**src/rtl/guess_engine.sv**
```systemverilog
// Letter-guessing game core: latches a target word, scans each guess one slot per cycle.
// Optional build macro REPEAT_PENALTY_EN: a repeated letter also counts as a miss.
//
// state | meaning
// IDLE  | waiting for start_game
// LOAD  | latch word, clear mask/misses, pre-reveal unused slots
// WAIT  | letter_ready high, accepting one guess
// SCAN  | compare latched letter against one slot per cycle
// JUDGE | emit hit/miss, decide WIN/LOSE/WAIT
// WIN   | won held, results frozen
// LOSE  | lost held, results frozen
module guess_engine #(
    parameter int WORD_LEN   = 6,
    parameter int MAX_MISSES = 6,
    parameter int MISS_W     = 4
) (
    input  logic                  clk,
    input  logic                  reset,
    input  logic                  start_game,
    input  logic [5*WORD_LEN-1:0] word,
    input  logic                  letter_valid,
    input  logic [4:0]            letter,
    output logic                  letter_ready,
    output logic [25:0]           mask,
    output logic [WORD_LEN-1:0]   revealed,
    output logic [MISS_W-1:0]     miss_count,
    output logic                  hit,
    output logic                  miss,
    output logic                  repeat_guess,
    output logic                  won,
    output logic                  lost,
    output logic [2:0]            current_state
);

    localparam logic [2:0] S_IDLE  = 3'd0;
    localparam logic [2:0] S_LOAD  = 3'd1;
    localparam logic [2:0] S_WAIT  = 3'd2;
    localparam logic [2:0] S_SCAN  = 3'd3;
    localparam logic [2:0] S_JUDGE = 3'd4;
    localparam logic [2:0] S_WIN   = 3'd5;
    localparam logic [2:0] S_LOSE  = 3'd6;

    localparam int IDX_W = (WORD_LEN > 1) ? $clog2(WORD_LEN) : 1;
    localparam logic [IDX_W-1:0]  IDX_LAST = IDX_W'(WORD_LEN - 1);
    localparam logic [MISS_W-1:0] MISS_MAX = MISS_W'(MAX_MISSES);

    logic [2:0]            state_q, state_d;
    logic [5*WORD_LEN-1:0] word_q, word_d;
    logic [25:0]           mask_q, mask_d;
    logic [WORD_LEN-1:0]   revealed_q, revealed_d;
    logic [MISS_W-1:0]     miss_count_q, miss_count_d;
    logic [4:0]            letter_q, letter_d;
    logic [IDX_W-1:0]      idx_q, idx_d;
    logic                  match_q, match_d;
    logic                  hit_q, hit_d;
    logic                  miss_q, miss_d;
    logic                  repeat_q, repeat_d;

    logic [4:0]          slot_q [WORD_LEN];
    logic [WORD_LEN-1:0] unused_in;

    for (genvar g = 0; g < WORD_LEN; g++) begin : g_slot
        assign slot_q[g]    = word_q[5*g +: 5];
        assign unused_in[g] = (word[5*g +: 5] == 5'd31);
    end

    always_comb begin
        state_d      = state_q;
        word_d       = word_q;
        mask_d       = mask_q;
        revealed_d   = revealed_q;
        miss_count_d = miss_count_q;
        letter_d     = letter_q;
        idx_d        = idx_q;
        match_d      = match_q;
        hit_d        = 1'b0;
        miss_d       = 1'b0;
        repeat_d     = 1'b0;

        case (state_q)
            S_IDLE: begin
                if (start_game) state_d = S_LOAD;
            end
            S_LOAD: begin
                word_d       = word;
                mask_d       = '0;
                miss_count_d = '0;
                revealed_d   = unused_in;
                state_d      = (&unused_in) ? S_WIN : S_WAIT;
            end
            S_WAIT: begin
                if (letter_valid) begin
                    if (letter > 5'd25) begin
                        state_d = S_WAIT;
                    end else if (mask_q[letter]) begin
                        repeat_d = 1'b1;
`ifdef REPEAT_PENALTY_EN
                        // Route through JUDGE with no match so it is charged as a miss.
                        match_d = 1'b0;
                        state_d = S_JUDGE;
`endif
                    end else begin
                        letter_d       = letter;
                        mask_d[letter] = 1'b1;
                        idx_d          = '0;
                        match_d        = 1'b0;
                        state_d        = S_SCAN;
                    end
                end
            end
            S_SCAN: begin
                if (slot_q[idx_q] == letter_q) begin
                    revealed_d[idx_q] = 1'b1;
                    match_d           = 1'b1;
                end
                if (idx_q == IDX_LAST) state_d = S_JUDGE;
                else                   idx_d   = idx_q + IDX_W'(1);
            end
            S_JUDGE: begin
                if (match_q) begin
                    hit_d   = 1'b1;
                    state_d = (&revealed_q) ? S_WIN : S_WAIT;
                end else begin
                    miss_d = 1'b1;
                    if (miss_count_q < MISS_MAX) miss_count_d = miss_count_q + MISS_W'(1);
                    state_d = (miss_count_d == MISS_MAX) ? S_LOSE : S_WAIT;
                end
            end
            S_WIN, S_LOSE: begin
                if (start_game) state_d = S_LOAD;
            end
            default: state_d = S_IDLE;
        endcase
    end

    always_ff @(posedge clk or posedge reset) begin
        if (reset) begin
            state_q      <= S_IDLE;
            word_q       <= '0;
            mask_q       <= '0;
            revealed_q   <= '0;
            miss_count_q <= '0;
            letter_q     <= '0;
            idx_q        <= '0;
            match_q      <= 1'b0;
            hit_q        <= 1'b0;
            miss_q       <= 1'b0;
            repeat_q     <= 1'b0;
        end else begin
            state_q      <= state_d;
            word_q       <= word_d;
            mask_q       <= mask_d;
            revealed_q   <= revealed_d;
            miss_count_q <= miss_count_d;
            letter_q     <= letter_d;
            idx_q        <= idx_d;
            match_q      <= match_d;
            hit_q        <= hit_d;
            miss_q       <= miss_d;
            repeat_q     <= repeat_d;
        end
    end

    assign letter_ready  = (state_q == S_WAIT);
    assign won           = (state_q == S_WIN);
    assign lost          = (state_q == S_LOSE);
    assign current_state = state_q;
    assign mask          = mask_q;
    assign revealed      = revealed_q;
    assign miss_count    = miss_count_q;
    assign hit           = hit_q;
    assign miss          = miss_q;
    assign repeat_guess  = repeat_q;

endmodule

```
**config.mk**
```make
export PLATFORM = sky130hd
export DESIGN_NAME = guess_engine
export DESIGN_NICKNAME = d
export VERILOG_FILES = /design/src/rtl/guess_engine.sv
export SDC_FILE = /design/constraint.sdc
export NUM_CORES = 1
export LEC_CHECK = 0
export ABC_AREA = 1
export ABC_CLOCK_PERIOD_IN_PS = 4400
export BUFFER_PORTS_ARGS = -buffer_cell sky130_fd_sc_hd__clkbuf_2
export CAP_MARGIN = 20
export CORE_MARGIN = 8
export CORE_UTILIZATION = 45
export CTS_BUF_LIST = sky130_fd_sc_hd__clkbuf_4
export DETAILED_ROUTE_END_ITERATION = 12
export PLACE_DENSITY_LB_ADDON = 0.1
export SLEW_MARGIN = 10
export SYNTH_ARGS = -nofsm -noshare
export SYNTH_HDL_FRONTEND = slang
export SYNTH_SLANG_ARGS = --single-unit
```
**constraint.sdc**
```tcl
create_clock -name clk -period 4.4 [get_ports clk]
set_input_delay 0.88 -clock clk [delete_from_list [all_inputs] [get_ports clk]]
set_output_delay 0.88 -clock clk [all_outputs]
set_load 0.02 [all_outputs]
```
==> impl_results.md, run 1 <==
* Status: completed
* Critical setup path kind: reg -> reg
* Root Buffer Master: clkbuf_4
* Site Rows at 36
* Setup TNS at 0 ns
* GR Util met1 at 24.0%
* Nets at 774
* Clk pwr share at roughly a fifth
* Hold Crit Class: in -> async
* Slew Viols, Final at 0
* Pre-Repair DR Iteration Count at 6
* Final period utilization at 61.9%
* Met2 usage at 29.7%
* Antenna viol nets, final at 0
* Final setup viols at 0
* PortBufs at 83
* Core area at 0.00982 mm²
* Most Crowded Layer GR: met2
* Post-layout min period at 2.73 ns
* Total CTS buffers at 9
* Vias in the first global route at 4228
* I/O pins at between 80 and 90
* HPWL after DPL at approximately 9 mm
* Sw Pwr at 0.00126 W
* GRT Util Overall at 18.5%
* Detailed-route via count at 4438
* Hold Vio Cnt, Final at 0
* Die area at between 0.01 and 0.015 mm²
* Leakage at 2.85 nW
* Antenna cells at 0
* Clock sink count at 81
* YS warnings at 0
* Synth Register Bits at 81
* Post-synth cell types at 30
* FILL cells at about 1000
* Critical Path Source Type: register
* Area Overhead vs Synth at 14.9%
* Die width at 117 µm
* PostCTS Resize Cnt at 0
* P_int at 0.00159 W
* Power per cell area at 542 mW/mm²
* Worst slew margin at 46.8%
* Routed vias/inst at roughly 5.1
* Die H at about 120 µm
* Sw Ratio at between 40% and 50%
* Synth top area cells: dfrtp_1 (44%), nand2_1 (22%), nand3_1 (6.8%)
* Crit end category: register
* Max-Cap Viols at 0
* Clock Path Buffers at 2
* Sequential power share at 40.3%
* Post-synth top area share at between 40% and 50%
* Synthesized area at 0.00457 mm²
* Clock slew at reported path FFs at 0.14 ns
* Initial core utilization at 46.5%
* Post-route DRC at 0
* Mapped Avg Cell Area at 6.91 µm²
* Initial antenna violation count at 0
* H-Tree Depth at 3
* Most frequent cells in the layout: nand2_1 (269), clkbuf_2 (83), dfrtp_1 (81)
* Post-CTS Setup Repair Bufs at 0
* Largest area contributor in the netlist: dfrtp_1
* RSZ-0062 raised after global routing: false
* Largest net degree at the start of global routing at 57
* Final wirelength at about 12 mm
* First-pass GRT wire length at 19.9 mm
* Tightest Pin Transition at 0.798 ns
* Largest fanout on the critical path at 24
* GPL Wtd Cong at 0.873
* Clock latency on the worst-skew pair at 0.45 ns
* Arrival @ worst endpoint at 3.12 ns
* Seq/Total Area, Yosys at 44.4%
* Drt wl/cell at 13.9 µm
* Syn Nets at about 700
* Hold-fix buffers at CTS at 0
* Skew final at around 0.013 ns
* Maximum vdd ir drop at 340 µV
* GR Overflow Total at 0
* Cells after Synth at 661
* First DRT Iteration DRCs at approximately 300
* Final hold slack at ~0.36 ns
* Met3 usage at roughly 5.8%
* Share of cells above drive strength 1 at 16.8%
* Fmax at 0.367 GHz
* Comb pwr share at between 40% and 50%
* CTS tree: yes
* CP Data Required Time at 4.79 ns
* Commonest non-fill, non-tap cell in the layout: nand2_1
==> cells in the mapped netlist (all sizes together) <==
cell and n:
a21oi 37, a221oi 1, buf 17, clkbuf 9, dfrtp 81, ha 3, inv 59, nand2 274
nand3 63, nand3b 2, nand4 7, nor2 47, nor3 14, o21a 1, o21ai 42, o22ai 1
xnor2 1, xor2 2
==> kinds of logic (layout without fill, tap and decap cells) <==
family	count (synthesis)	in the layout	share of synthesized area [%]
buffers and inverters	85	161	7.67
and+or+nand+nor	407	407	37.4
xor gates and xnor gates	3	3	0.575
AOI/OAI and AO/OA	82	82	9.15
DFF	81	81	44.4
adders and majority gates	3	3	0.822
==> registers in the layout, indices dropped and copies added, names as in the netlist <==
signal         flops
word_q            30
mask              26
revealed           6
letter_q           5
miss_count         4
current_state      3
idx_q              3
hit                1
match_q            1
miss               1
repeat_guess       1
==> metrics by stage <==
step | instance area, µm² | utilization [%] | cells | setup slack [ns] | total power (W)
4_1_cts | 5230 | 53.2 | 869 | 1.70 | 0.00287
5_1_grt | 5250 | 53.5 | 870 | 1.36 | 0.00309
3_5_place_dp | 5040 | 51.4 | 853 | 1.58 | 0.00230
6_report | 5250 | 53.5 | 870 | 1.67 | 0.00284
3_3_place_gp | 5040 | 51.4 | 853 | 1.67 | 0.00228
2_1_floorplan | 4570 | - | 661 | 1.44 | 0.00201
==> per-layer routing <==
layer	wire length (µm)	up-vias
li1	-	2250
met1	5620	2058
met2	5560	124
met3	782	6
met4	86	0
met5	0	-
==> power by group through the flow <==
stage	sequential (W)	combinational [W]	clock, W
2_1_floorplan	0.00114	0.000866	0
3_3_place_gp	0.00116	0.00112	0
3_5_place_dp	0.00116	0.00114	0
4_1_cts	0.00115	0.00115	0.000577
5_1_grt	0.00118	0.00131	0.000605
6_report	0.00115	0.00114	0.000557
==> worst paths after layout <==
kind                       depth (start not counted)  slack (ns)      start           to
max                                               14        1.67   idx_q[0]  revealed[4]
min                                                2        0.36      reset     mask[22]
max reg2reg                                       14        1.67   idx_q[0]  revealed[4]
min reg2reg                                        2        0.49  word_q[5]    word_q[5]
max in group asynchronous                          4        3.13      reset   word_q[11]
min in group clk                                   2        0.49  word_q[5]    word_q[5]
==> worst max-delay path: stages (launching register included) <==
cell	delay, ns
dfrtp_1	0.89
inv_1	0.42
nand2_1	0.14
nand2_1	0.07
nand2_1	0.06
nand2_1	0.06
nand2_1	0.09
nand2_1	0.06
nand2_1	0.06
nand2_1	0.04
nor2_1	0.08
nand3_1	0.28
nand2_1	0.27
nand2_1	0.08
nand2_1	0.06
==> cell type report <==
cell class                 instances  area (µm²)  share of cell area (%)
clock inverter                     7         119                    2.26
multi-input combinational        495        2200                    41.8
tap                              133         166                    3.17
sequential                        81        2030                    38.6
clock buffer                       9        67.6                    1.29
inverter                          59         223                    4.24
timing repair buffer              86         450                    8.58
Note: power is estimated with default switching activity, not from simulation.
==> run 2, diff against run 1 <==
--- a/config.mk
+++ b/config.mk
@@ -6,7 +6,7 @@
 export NUM_CORES = 1
 export LEC_CHECK = 0
 export ABC_AREA = 1
-export ABC_CLOCK_PERIOD_IN_PS = 4400
+export ABC_CLOCK_PERIOD_IN_PS = 2300
 export BUFFER_PORTS_ARGS = -buffer_cell sky130_fd_sc_hd__clkbuf_2
 export CAP_MARGIN = 20
 export CORE_MARGIN = 8
==> constraint.sdc (replaced) <==
create_clock -name clk -period 2.3 [get_ports clk]
set_input_delay 0.46 -clock clk [delete_from_list [all_inputs] [get_ports clk]]
set_output_delay 0.46 -clock clk [all_outputs]
set_load 0.02 [all_outputs]
==> run 2 against run 1 <==
- core utilization rose by 1.5 points
- wire length increased by 3.8%
- register-to-register slack got worse by 1.4 ns
- clock-buffer cell count unchanged
- first-iteration DRC count rose by 53%
- die area stayed put
- critical path type is now reg -> out
==> impl_results.md, run 2 (same netlist as run 1, synthesis figures left out) <==
* I/O pins at 84 (unchanged)
* Met2 usage at 30.4% (+0.77 points)
* Hold Crit Class: in -> async
* Crit-path slowest cell: dfrtp_1
* Clock latency on the worst-skew pair at 0.44 ns (about the same)
* Post-route DRC at 0 (unchanged)
* GRT Util Overall at 19.0% (+0.46 points)
* Antenna cells at 0 (unchanged)
* Core area at 0.00982 mm² (unchanged)
* Slew Viols, Final at 0 (unchanged)
* Post-CTS Setup Repair Bufs at 0 (unchanged)
* Most Crowded Layer GR: met2
* Worst slew margin at 68.7% (+22 points)
* Final period utilization at 91.3%
* Die width at 117 µm (unchanged)
* RSZ-0062 raised after global routing: false
* Skew final at 0.0172 ns (+0.00413 ns)
* Crit end category: output pin
* Top reg by flops: word_q
* Most frequent cells in the layout: nand2_1 (269), clkbuf_2 (83), dfrtp_1 (81)
* GPL Wtd Cong at 0.910 (+4.3%)
* H-Tree Depth at 3 (unchanged)
* First-pass GRT wire length at 20.7 mm (+4.3%)
* Largest net degree at the start of global routing at 82 (+44%)
* Fmax at 0.476 GHz
* Initial antenna violation count at 0 (unchanged)
* Clock Path Buffers at 2 (unchanged)
* Power per cell area at 1020 mW/mm² (+89%)
* Crit path largest cell delay at 0.53 ns (-0.36 ns)
* Detailed-route via count at 4552 (+2.6%)
* Tightest Pin Transition at 0.470 ns (-0.328 ns)
* GR Util met1 at 25.6% (+1.5 points)
* Final wirelength at 12.5 mm (+3.8%)
* CP Cell Sequence: inv_2, nor3_4, clkbuf_2
* Routed vias/inst at 5.10 (about the same)
* GR Overflow Total at 0 (unchanged)
* Worst Path Buf+Inv at 2 (+1)
* Initial core utilization at 46.5% (unchanged)
* Critical Path Source Type: register
* Maximum vdd ir drop at 565 µV (+66%)
* First DRT Iteration DRCs at 467 (+53%)
* Die area at 0.0136 mm² (unchanged)
* HPWL after DPL at 9.39 mm (+6.4%)
* Leakage at 2.95 nW (+3.5%)
* Total CTS buffers at 9 (unchanged)
* Clock sink count at 81 (unchanged)
* Max-Cap Viols at 0 (unchanged)
* Delay-heaviest family, CP: flip-flops
* Share of cells above drive strength 1 at 19.0% (+2.1 points)
* Antenna viol nets, final at 0 (unchanged)
* Arrival @ worst endpoint at 1.64 ns (-1.48 ns)
* Pre-Repair DR Iteration Count at 5 (-1)
* Flip-flop count of the largest register after layout at 30 (unchanged)
* Met3 usage at 3.05% (-2.7 points)
* Setup slack after layout at 0.201 ns (-1.47 ns)
* Drt wl/cell at 14.0 µm (+1.2%)
* CTS tree: yes
* Nets at 796 (+2.8%)
* Clock slew at reported path FFs at 0.14 ns (about the same)
* Vias in the first global route at 4436 (+4.9%)
* Largest fanout on the critical path at 6 (-75%)
* Commonest non-fill, non-tap cell in the layout: nand2_1
* PostCTS Resize Cnt at 0 (unchanged)
* CP Data Required Time at 1.84 ns (-2.95 ns)
* Worst slack, placed at 0.0723 ns (-1.51 ns)
* Dpl cell area at 0.00523 mm² (+3.7%)
* Status: completed
* PortBufs at 83 (unchanged)
* Final setup viols at 0 (unchanged)
* Critical setup path kind: reg -> out
* Hold Vio Cnt, Final at 0 (unchanged)
* Die H at 117 µm (unchanged)
* Area Overhead vs Synth at 18.1%
* Reg-to-reg slack, setup at 0.31 ns (-1.36 ns)
* Root Buffer Master: clkbuf_4
* Site Rows at 36 (unchanged)
* Hold-fix buffers at CTS at 0 (unchanged)
* Final instance area at 0.00539 mm² (+2.7%)
* Setup TNS at 0 ns (unchanged)
* Post-layout min period at around 2.1 ns
-- run 2: final cells by class --
type                            count  area [µm²]
Clock inverter                      7        93.8
Sequential cell                    81        2030
Clock buffer                        9        67.6
Timing Repair Buffer              108         616
Tap cell                          133         166
Inverter                           59         225
Multi-Input combinational cell    495        2200
Fill cell                        1002        4430
-- run 2: power by group --
| group | leakage (nW) | internal (W) | switching, W |
|---|---|---|---|
| clock network | 0.0856 | 0.000441 | 0.000535 |
| registers | 1.07 | 0.00183 | 0.000310 |
| logic | 1.80 | 0.000776 | 0.00162 |
-- run 2: routing by layer --
metal / up-vias / share of wire [%]
met5: - / 0
met2: 123 / 47
li1: 2291 / -
met1: 2126 / 47
met3: 12 / 4.9
met4: 0 / 1.1
-- run 2: worst paths after layout --
| kind | depth (start not counted) | to | start |
|---|---|---|---|
| max | 3 | letter_ready | current_state[1] |
| min | 3 | current_state[0] | reset |
| max reg2reg | 9 | mask[10] | current_state[1] |
| min reg2reg | 2 | word_q[19] | word_q[19] |
| max in group asynchronous | 3 | word_q[3] | reset |
| min in group clk | 3 | word_q[6] | word[6] |
-- run 2: stage by stage --
| step | instances | hold WS [ns] | total power (W) | util [%] |
|---|---|---|---|---|
| global placement | 876 | 0.455 | 0.00452 | 53.3 |
| finish | 892 | 0.0802 | 0.00551 | 54.9 |
| global route | 892 | 0.124 | 0.00599 | 54.9 |
| detailed placement | 876 | 0.463 | 0.00459 | 53.3 |
| floorplan | 661 | 0.442 | 0.00385 | - |
| CTS | 892 | 0.121 | 0.00556 | 54.9 |
-- run 2: worst min-delay path, stage by stage --
cell,delay (ns)
clkbuf_2,0.10
clkinvlp_4,0.07
buf_12,0.33
==> run 3, diff against run 2 <==
--- a/config.mk
+++ b/config.mk
@@ -10,10 +10,9 @@
 export BUFFER_PORTS_ARGS = -buffer_cell sky130_fd_sc_hd__clkbuf_2
 export CAP_MARGIN = 20
 export CORE_MARGIN = 8
-export CORE_UTILIZATION = 45
+export CORE_UTILIZATION = 40
 export CTS_BUF_LIST = sky130_fd_sc_hd__clkbuf_4
 export DETAILED_ROUTE_END_ITERATION = 12
-export PLACE_DENSITY_LB_ADDON = 0.1
 export SLEW_MARGIN = 10
 export SYNTH_ARGS = -nofsm -noshare
 export SYNTH_HDL_FRONTEND = slang
==> run 3 against run 2 <==
- sequential power about the same
- non-clock buffer count up 2
- clock power down 13%
- largest cell class unchanged
- hold slack better by 0.12 ns
==> impl_results.md, run 3 (same netlist as run 1, synthesis figures left out) <==
* Final instance area at 0.00540 mm² (+0.19%)
* Reg-to-reg slack, setup at 0.20 ns (-0.11 ns)
* Clock sink count at 81 (unchanged)
* Final wirelength at 12.8 mm (+2.1%)
* Crit path from: current_state[2]
* Worst R2R Start: idx_q[1]
* Initial antenna violation count at 1 (+1)
* Die H at 123 µm (+5.2%)
* Hold Vio Cnt, Final at 0 (unchanged)
* Power per cell area at 995 mW/mm² (-2.7%)
* Area Overhead vs Synth at 18.3%
* Largest net degree at the start of global routing at 46 (-44%)
* Worst Path Buf+Inv at 1 (-1)
* CP Cell Sequence: nor3_4, clkbuf_2
* Highest metal used: met4
* CP Data Required Time at 1.84 ns (about the same)
* Delay-heaviest family, CP: flip-flops
* Worst slack, placed at 0.0966 ns (+0.0242 ns)
* Crit end category: output pin
* Worst slew margin at 72.0% (+3.4 points)
* Worst setup path endpoint: letter_ready
* GRT Util Overall at 17.8% (-1.2 points)
* First-pass GRT wire length at 21.2 mm (+2.5%)
* Die width at 123 µm (+5.2%)
* Final Util at 47.9% (-7.0 points)
* Final period utilization at 91.6% (+0.29 points)
* Met1 WL at 5.88 mm (-0.25%)
* Slew Viols, Final at 0 (unchanged)
* Sw Ratio at 45.7% (+1.0 points)
* First DRT Iteration DRCs at 316 (-32%)
* Vias in the first global route at 4457 (+0.47%)
* Total CTS buffers at 9 (unchanged)
* Metal3 WL at 773 µm (+25%)
* GR Overflow Total at 0 (unchanged)
* Most frequent cells in the layout: nand2_1 (269), clkbuf_2 (83), dfrtp_1 (80)
* Critical Path Source Type: register
* Routed vias/inst at 5.06 (-0.87%)
* GPL Wtd Cong at 0.865 (-4.9%)
* Comb pwr share at 43.9% (+0.5 points)
* Arrival @ worst endpoint at 1.65 ns (about the same)
* Dpl cell area at 0.00525 mm² (+0.38%)
* H-Tree Depth at 3 (unchanged)
* Met2 wire len at 5.98 mm (+2.1%)
* P_int at 0.00292 W (-4.3%)
* Worst R2R End: revealed[4]
* Clk pwr share at 15.9% (-1.8 points)
* Largest fanout on the critical path at 9 (+3)
* Commonest non-fill, non-tap cell in the layout: nand2_1
* Critical setup path kind: reg -> out
* Flip-flop count of the largest register after layout at 30 (unchanged)
* Detailed-route via count at 4578 (+0.57%)
* Initial core utilization at 40.5% (-6.0 points)
* Post-route DRC at 0 (unchanged)
* FILL cells at 1158 (+16%)
* Hold Crit Class: in -> reg
* Fmax at 0.475 GHz (-0.32%)
* Drt wl/cell at 14.1 µm (+0.63%)
* Die area at 0.0151 mm² (+11%)
* Skew final at 0.0226 ns (+0.00542 ns)
* R2R cell count at 12 (+3)
* Setup slack after layout at 0.194 ns (-0.00669 ns)
* Core area at 0.0113 mm² (+15%)
* Top reg by flops: word_q
* HPWL after DPL at 9.45 mm (+0.69%)
* Maximum vdd ir drop at 408 µV (-28%)
* Sequential power share at 40.3% (+1.4 points)
* Post-layout min period at 2.11 ns (+0.00669 ns)
* Share of cells above drive strength 1 at 19.4% (+0.48 points)
* Tightest Pin Transition at 0.420 ns (-0.0504 ns)
* Post-CTS Setup Repair Bufs at 0 (unchanged)
* Antenna viol nets, final at 0 (unchanged)
* Max-Cap Viols at 0 (unchanged)
* Clock latency on the worst-skew pair at 0.47 ns (+0.03 ns)
* Crit-path slowest cell: dfrtp_1
* Status: completed
* PortBufs at 83 (unchanged)
* Critical path depth in cells at 2 (-1)
* Site Rows at 39 (+8.3%)
* Root Buffer Master: clkbuf_4
* Final setup viols at 0 (unchanged)
* Clock Path Buffers at 2 (unchanged)
* I/O pins at 84 (unchanged)
* Nets at 798 (+0.25%)
* Leakage at 2.94 nW (-0.34%)
* Pre-Repair DR Iteration Count at 5 (unchanged)
* Clock slew at reported path FFs at 0.14 ns (about the same)
* CTS tree: yes
* Crit path largest cell delay at 0.55 ns (+0.02 ns)
* Sw Pwr at 0.00246 W (-0.24%)
==> run 3: area by class of cell <==
cell class,instances,area [µm²],share of cell area (%)
clock inverter,6,58.8,1.09
timing repair buffer,110,633,11.7
sequential,81,2030,37.5
clock buffer,10,75.1,1.39
tap,143,179,3.31
inverter,59,229,4.24
antenna,1,2.50,0.0463
multi-input combinational,495,2200,40.7
==> run 3: how the worst min path moves through the flow <==
stage          slack, ns        from             to  depth (start not counted)
4_1_cts             0.18    word[22]     word_q[22]                          3
6_report            0.20    word[27]     word_q[27]                          3
3_5_place_dp        0.45       reset  miss_count[3]                          2
2_1_floorplan       0.44  word_q[15]     word_q[15]                          2
5_1_grt             0.16    word[24]     word_q[24]                          3
3_3_place_gp        0.45  word_q[10]     word_q[10]                          2
==> run 3: per-layer routing <==
layer	vias up	global-route usage, %
met4	0	4.57
met5	-	0
met1	2152	22.9
met2	119	28.7
met3	10	5.11
li1	2297	-
==> run 3: repair_timing <==
item,CTS,global route
gates resized for setup,0,2
hold buffers,1,0
endpoints found under the hold margin,13,0
setup endpoints to repair,0,6
==> run 3: power by group through the flow <==
| stage | Clock [W] | Sequential [W] | Combinational [W] |
|---|---|---|---|
| after floorplan | 0 | 0.00219 | 0.00166 |
| after global placement | 0 | 0.00218 | 0.00232 |
| after detailed placement | 0 | 0.00219 | 0.00237 |
| after CTS | 0.000888 | 0.00216 | 0.00238 |
| after global routing | 0.000949 | 0.00222 | 0.00271 |
| final | 0.000853 | 0.00217 | 0.00236 |
==> run 3: worst min-delay path: stages <==
cell and delay (ns):
clkbuf_2 0.09, nand2_1 0.05, nand2_1 0.06
==> run 3: per-stage QoR <==
step           TNS (ns)  std cells  hold WS [ns]  power [W]
2_1_floorplan         0        661         0.442    0.00385
3_3_place_gp          0        887         0.454    0.00450
3_5_place_dp          0        887         0.451    0.00456
4_1_cts               0        904         0.176    0.00543
5_1_grt          -0.367        905         0.164    0.00589
6_report              0        905         0.203    0.00538
